**src/rtl/pwm_pulse_mc.sv**
```systemverilog
// Multi-channel PWM burst/continuous pulse generator with per-channel busy/done status and enable-level abort.
// Optional macro PWM_PHASE_DELAY_EN adds a per-channel start delay (DELAY state); otherwise io_delay is ignored.
module pwm_pulse_mc #(
  parameter int CH         = 4,
  parameter int _RAM_WIDTH = 32
) (
  input  logic                       io_clk,
  input  logic                       io_rst_n,
  input  logic [CH-1:0]              io_en,
  input  logic [CH-1:0]              io_defaultLevel,
  input  logic [CH*_RAM_WIDTH-1:0]   io_pulseWidth,
  input  logic [CH*_RAM_WIDTH-1:0]   io_unaccessWidth,
  input  logic [CH*_RAM_WIDTH-1:0]   io_pulse_times,
  input  logic [CH*_RAM_WIDTH-1:0]   io_delay,
  output logic [CH-1:0]              io_pulseOut,
  output logic [CH-1:0]              pulse_valid,
  output logic [CH-1:0]              pulse_busy
);

  typedef enum logic [1:0] {S_IDLE, S_DELAY, S_ACTIVE, S_GAP} state_t;

`ifndef PWM_PHASE_DELAY_EN
  logic unused_delay;
  assign unused_delay = ^io_delay;
`endif

  for (genvar c = 0; c < CH; c++) begin : g_ch
    localparam logic [_RAM_WIDTH-1:0] ONE  = _RAM_WIDTH'(1);
    localparam logic [_RAM_WIDTH-1:0] ZERO = '0;

    state_t                  state_q, state_d;
    logic [_RAM_WIDTH-1:0]   cnt_q, cnt_d;
    logic [_RAM_WIDTH-1:0]   width_q, width_d;
    logic [_RAM_WIDTH-1:0]   gap_q, gap_d;
    logic [_RAM_WIDTH-1:0]   left_q, left_d;
    logic                    en_dly_q;
    logic                    out_q, out_d;
    logic                    valid_q, valid_d;
    logic                    busy_q, busy_d;
    logic [_RAM_WIDTH-1:0]   fld_w, fld_u, fld_n, w_in, u_in;
    logic                    dflt, rise, fall;

    assign fld_w = io_pulseWidth[c*_RAM_WIDTH +: _RAM_WIDTH];
    assign fld_u = io_unaccessWidth[c*_RAM_WIDTH +: _RAM_WIDTH];
    assign fld_n = io_pulse_times[c*_RAM_WIDTH +: _RAM_WIDTH];
    // Zero widths become 1 so every pulse and gap is visible and no counter ever loads 0.
    assign w_in  = (fld_w == ZERO) ? ONE : fld_w;
    assign u_in  = (fld_u == ZERO) ? ONE : fld_u;
    assign dflt  = io_defaultLevel[c];
    assign rise  = io_en[c] & ~en_dly_q;
    assign fall  = ~io_en[c] & en_dly_q;
`ifdef PWM_PHASE_DELAY_EN
    logic [_RAM_WIDTH-1:0] fld_dl;
    assign fld_dl = io_delay[c*_RAM_WIDTH +: _RAM_WIDTH];
`endif

    always_ff @(posedge io_clk or negedge io_rst_n) begin
      if (!io_rst_n) begin
        state_q  <= S_IDLE;
        cnt_q    <= '0;
        width_q  <= '0;
        gap_q    <= '0;
        left_q   <= '0;
        en_dly_q <= 1'b0;
        out_q    <= 1'b0;
        valid_q  <= 1'b0;
        busy_q   <= 1'b0;
      end else begin
        state_q  <= state_d;
        cnt_q    <= cnt_d;
        width_q  <= width_d;
        gap_q    <= gap_d;
        left_q   <= left_d;
        en_dly_q <= io_en[c];
        out_q    <= out_d;
        valid_q  <= valid_d;
        busy_q   <= busy_d;
      end
    end

    always_comb begin
      state_d = state_q;
      cnt_d   = cnt_q;
      width_d = width_q;
      gap_d   = gap_q;
      left_d  = left_q;
      out_d   = out_q;
      valid_d = 1'b0;
      busy_d  = busy_q;
      case (state_q)
        S_IDLE: begin
          out_d  = dflt;
          busy_d = 1'b0;
          if (rise) begin
            width_d = w_in;
            gap_d   = u_in;
            left_d  = fld_n;
            busy_d  = 1'b1;
`ifdef PWM_PHASE_DELAY_EN
            if (fld_dl != ZERO) begin
              state_d = S_DELAY;
              cnt_d   = fld_dl;
            end else begin
              state_d = S_ACTIVE;
              cnt_d   = w_in;
              out_d   = ~dflt;
            end
`else
            state_d = S_ACTIVE;
            cnt_d   = w_in;
            out_d   = ~dflt;
`endif
          end
        end
`ifdef PWM_PHASE_DELAY_EN
        S_DELAY: begin
          out_d = dflt;
          if (cnt_q == ONE) begin
            state_d = S_ACTIVE;
            cnt_d   = width_q;
            out_d   = ~dflt;
          end else begin
            cnt_d = cnt_q - ONE;
          end
        end
`endif
        S_ACTIVE: begin
          out_d = ~dflt;
          if (cnt_q == ONE) begin
            state_d = S_GAP;
            cnt_d   = gap_q;
            out_d   = dflt;
          end else begin
            cnt_d = cnt_q - ONE;
          end
        end
        S_GAP: begin
          out_d = dflt;
          if (cnt_q != ONE) begin
            cnt_d = cnt_q - ONE;
          end else if (left_q == ZERO) begin
            // Continuous mode picks up new width/gap only at a pulse boundary.
            state_d = S_ACTIVE;
            width_d = w_in;
            gap_d   = u_in;
            cnt_d   = w_in;
            out_d   = ~dflt;
          end else if (left_q == ONE) begin
            state_d = S_IDLE;
            busy_d  = 1'b0;
            valid_d = 1'b1;
            cnt_d   = ZERO;
            left_d  = ZERO;
          end else begin
            state_d = S_ACTIVE;
            left_d  = left_q - ONE;
            cnt_d   = width_q;
            out_d   = ~dflt;
          end
        end
        default: begin
          state_d = S_IDLE;
          out_d   = dflt;
          busy_d  = 1'b0;
        end
      endcase
      // Abort overrides a same-cycle done, so only one strobe can result.
      if (fall && (state_q != S_IDLE)) begin
        state_d = S_IDLE;
        out_d   = dflt;
        busy_d  = 1'b0;
        valid_d = 1'b1;
        cnt_d   = ZERO;
        left_d  = ZERO;
        width_d = ZERO;
        gap_d   = ZERO;
      end
    end

    assign io_pulseOut[c] = out_q;
    assign pulse_valid[c] = valid_q;
    assign pulse_busy[c]  = busy_q;
  end

endmodule
```
**config.mk**
```make
export PLATFORM = sky130hd
export DESIGN_NAME = pwm_pulse_mc
export DESIGN_NICKNAME = d
export VERILOG_FILES = /design/src/rtl/pwm_pulse_mc.sv
export SDC_FILE = /design/constraint.sdc
export NUM_CORES = 2
export LEC_CHECK = 0
export CORE_ASPECT_RATIO = 1.4
export CORE_MARGIN = 3
export CORE_UTILIZATION = 45
export CTS_CLUSTER_SIZE = 20
export DETAILED_ROUTE_END_ITERATION = 16
export GPL_ROUTABILITY_DRIVEN = 0
export HOLD_SLACK_MARGIN = 0.06
export PLACE_DENSITY = 0.7
export SLEW_MARGIN = 10
export SYNTH_ARGS = -nofsm -noshare
export SYNTH_HDL_FRONTEND = slang
export SYNTH_SLANG_ARGS = --single-unit
export TNS_END_PERCENT = 20
```
**constraint.sdc**
```tcl
create_clock -name io_clk -period 4.78 [get_ports io_clk]
set_input_delay 0.956 -clock io_clk [delete_from_list [all_inputs] [get_ports io_clk]]
set_output_delay 0.956 -clock io_clk [all_outputs]
set_load 0.05 [all_outputs]
```
==> impl_metrics.json <==
{
  "status": "complete, no violations",
  "dr_wl_met3_um": 7011,
  "ant_nets": 0,
  "p_total_mw": 17.27,
  "port_buffers": 405,
  "clkSlewWorstSetupHoldPaths_ns": 0.06,
  "cts_sinks": 536,
  "hold_class": "in -> async",
  "clkPwrFrac_pct": 26.5,
  "overflow": 0,
  "die_area_mm2": 0.07249,
  "ios": 534,
  "core.rowCount": 113,
  "rsz0062_at_grt": "false",
  "synth_seq_cells": 536,
  "slowest_stage": "or4_4",
  "hold_violations": 0,
  "cts-root-buf": "clkbuf_16",
  "viasPerCell": 6.287,
  "crit_required_ns": 5.24,
  "slew_viol_final": 0,
  "crit_family": "simple AND/OR/NAND/NOR gates",
  "drtIter0Drc": 2498,
  "dr.pass1.iters": 7,
  "start_util_pct": 45.64,
  "combPwrFrac_pct": 33.4,
  "synthCells": 3652,
  "critPathKind": "reg -> reg",
  "synth_top_area_share_pct": 43.04,
  "mappedNetlistArea_mm2": 0.03116,
  "cts_tree": "built",
  "internal-power_mw": 10.81,
  "ctsHoldBuffers": 0,
  "cpPeakStageDelay_ns": 0.75,
  "max_slew_margin_pct": 21.26,
  "cts_max_level": 2,
  "yosysWarningCount": 0,
  "post_cts_buffers": 0,
  "wl_met2_um": 52260,
  "cts-resized-gates": 0,
  "fin_nets": 4461,
  "synth_area_leaders": "dfrtp_1 43%, o21ai_0 6.7%, nand2_1 6.1%",
  "skew_ns": 0.01175,
  "drc_errors": 0,
  "dr.max_layer_used": "met5",
  "yosysMostFrequentCell": "dfrtp_1",
  "peakVddDrop_mv": 0.3534,
  "grt_max_degree": 129,
  "grt_pass1_vias": 29890,
  "synth_top_cell_by_area": "dfrtp_1",
  "ys.flop_type": "dfrtp_1",
  "post-route-util_pct": 55.65,
  "yosysSeqAreaShare_pct": 43.04,
  "fp.coreArea_mm2": 0.06829,
  "dieWidth_um": 228.4,
  "synth-edff-count": 0,
  "critical_path.cell_chain": "or4_1 > or2_1 > or4_4 > or3_1 > a21o_1 > o21ai_0 > o21ai_1",
  "vias": 30740,
  "cp_max_fo": 36,
  "leakage_nw": 15.70,
  "wire_per_inst_um": 21.79,
  "critPathBufInv": 0,
  "pwr-share-seq_pct": 40.1,
  "antenna_found_initial": 16,
  "max_freq_mhz": 256.1,
  "tns_ns": 0,
  "synthArstFlopShare_pct": 100.0,
  "yosysUniqueCellTypes": 73,
  "grt_pass1_wl_um": 166300,
  "dp_cells": 4777,
  "fill_cells": 6385,
  "start_kind": "flip-flop",
  "drive_gt1_share_pct": 5.811,
  "fin_crit_sh_pct": 81.70,
  "syn_area_per_cell_um2": 8.534,
  "period_needed_ns": 3.905,
  "cts_made_buffers": 56,
  "routed_wl_um": 106500,
  "p_sw_share_pct": 37.42,
  "maxCapViolCount": 0,
  "powerDensity_mw_per_mm2": 454.4,
  "layout.cells.non_filler": 4889,
  "die_h_um": 317.4,
  "clkLatencyLatePin_ns": 0.62,
  "postLayoutCellArea_mm2": 0.03800,
  "synth_fp_nets": 4198,
  "cts_buffer_depth": 3,
  "worst_pin_slew_ns": 1.181,
  "track_usage_pct": 28.28,
  "place_area_mm2": 0.03609,
  "met1_length_um": 42260,
  "end_kind": "flip-flop",
  "dp_hpwl_um": 74180,
  "power.switching_mw": 6.462,
  "arrival_ns": 4.36,
  "synth_commonest_cells": "536 x dfrtp_1, 510 x nand2_1, 415 x o21ai_0",
  "finalSetupViolCount": 0,
  "areaGrowthSynthToFinish_pct": 21.94
}
path summary, 6_finish.rpt:
kind / from / end / slack, ns / depth (start not counted)
max in group asynchronous: io_rst_n / g_ch[3].gap_q[4]$_DFFE_PN0P_ / 3.28 / 2
max: g_ch[0].cnt_q[6]$_DFFE_PN0P_ / g_ch[0].left_q[17]$_DFFE_PN0P_ / 0.87 / 7
min in group io_clk: g_ch[2].width_q[2]$_DFFE_PN0P_ / g_ch[2].width_q[2]$_DFFE_PN0P_ / 0.48 / 2
min reg2reg: g_ch[2].width_q[2]$_DFFE_PN0P_ / g_ch[2].width_q[2]$_DFFE_PN0P_ / 0.48 / 2
min: io_rst_n / g_ch[1].width_q[16]$_DFFE_PN0P_ / 0.41 / 1
max reg2reg: g_ch[0].cnt_q[6]$_DFFE_PN0P_ / g_ch[0].left_q[17]$_DFFE_PN0P_ / 0.87 / 7
cell usage in the layout (no fill, tap or decap), types with 31 or more instances in the layout:
master	instances
a21oi_1	202
a221o_1	34
a221oi_1	62
a22o_1	159
a22oi_1	83
buf_4	77
clkbuf_16	57
clkdlybuf4s50_1	404
dfrtp_1	536
inv_1	57
nand2_1	507
nand3_1	32
nand4_1	37
nor2_1	271
nor3_1	132
nor4_1	146
o21ai_0	414
o221ai_1	47
o31ai_1	50
or3_1	31
xnor2_1	41
xor2_1	45
stage by stage:
stage               worst slack, ns  hold WS [ns]
floorplan                     1.603        0.4438
global placement             0.9236        0.4564
detailed placement           0.9006        0.4704
global route                 0.6564        0.4532
CTS                          0.8969        0.4117
finish                       0.8746        0.4133
state kept, by name (all words and copies together), names as in the netlist:
name           count
g_ch.busy_q        4
g_ch.valid_q       4
g_ch.left_q      128
g_ch.cnt_q       128
g_ch.en_dly_q      4
g_ch.out_q         4
g_ch.width_q     128
g_ch.gap_q       128
g_ch.state_q       8
routing by layer:
layer  vias to the layer above  GRT usage (%)
met5                         -              0
met2                      1279          47.90
met1                     14870          35.83
met3                       292          3.848
li1                      14290              -
met4                         8          13.83
power by group through the flow:
stage	clock network, mW	registers, mW	logic (mW)
after global routing	4.83	7.10	6.39
after floorplan	0	6.60	4.07
final	4.57	6.93	5.77
after global placement	0	6.93	5.58
after CTS	4.65	6.90	5.72
after detailed placement	0	6.96	5.70
worst register-to-register path: stages, from the launching register on:
cell and delay [ns]:
dfrtp_1 0.41, or4_1 0.65, or2_1 0.39, or4_4 0.75, or3_1 0.42, a21o_1 0.61
o21ai_0 0.39, o21ai_1 0.12
layout make-up:
class | instances | area [µm²] | area share (%)
diodes | 11 | 27.53 | 0.07243
clock buffers | 86 | 1705 | 4.487
clock inverters | 15 | 182.7 | 0.4807
inverters | 57 | 214.0 | 0.5630
multi-input cells | 2774 | 16510 | 43.45
flip-flops and latches | 536 | 13410 | 35.29
well taps | 920 | 1151 | 3.029
repair buffers | 490 | 4797 | 12.62
logic make-up after synthesis:
family,count (synthesis),synth area share [%]
multiplexers,12,0.3935
AO/OA/AOI/OAI,1333,28.83
AND/OR/NAND/NOR,1319,19.95
flip-flops,536,43.04
adder cells (fa/ha/maj),24,0.9636
XOR/XNOR,86,2.417
buffers and inverters,342,4.408
(Power assumes the default switching activity.)
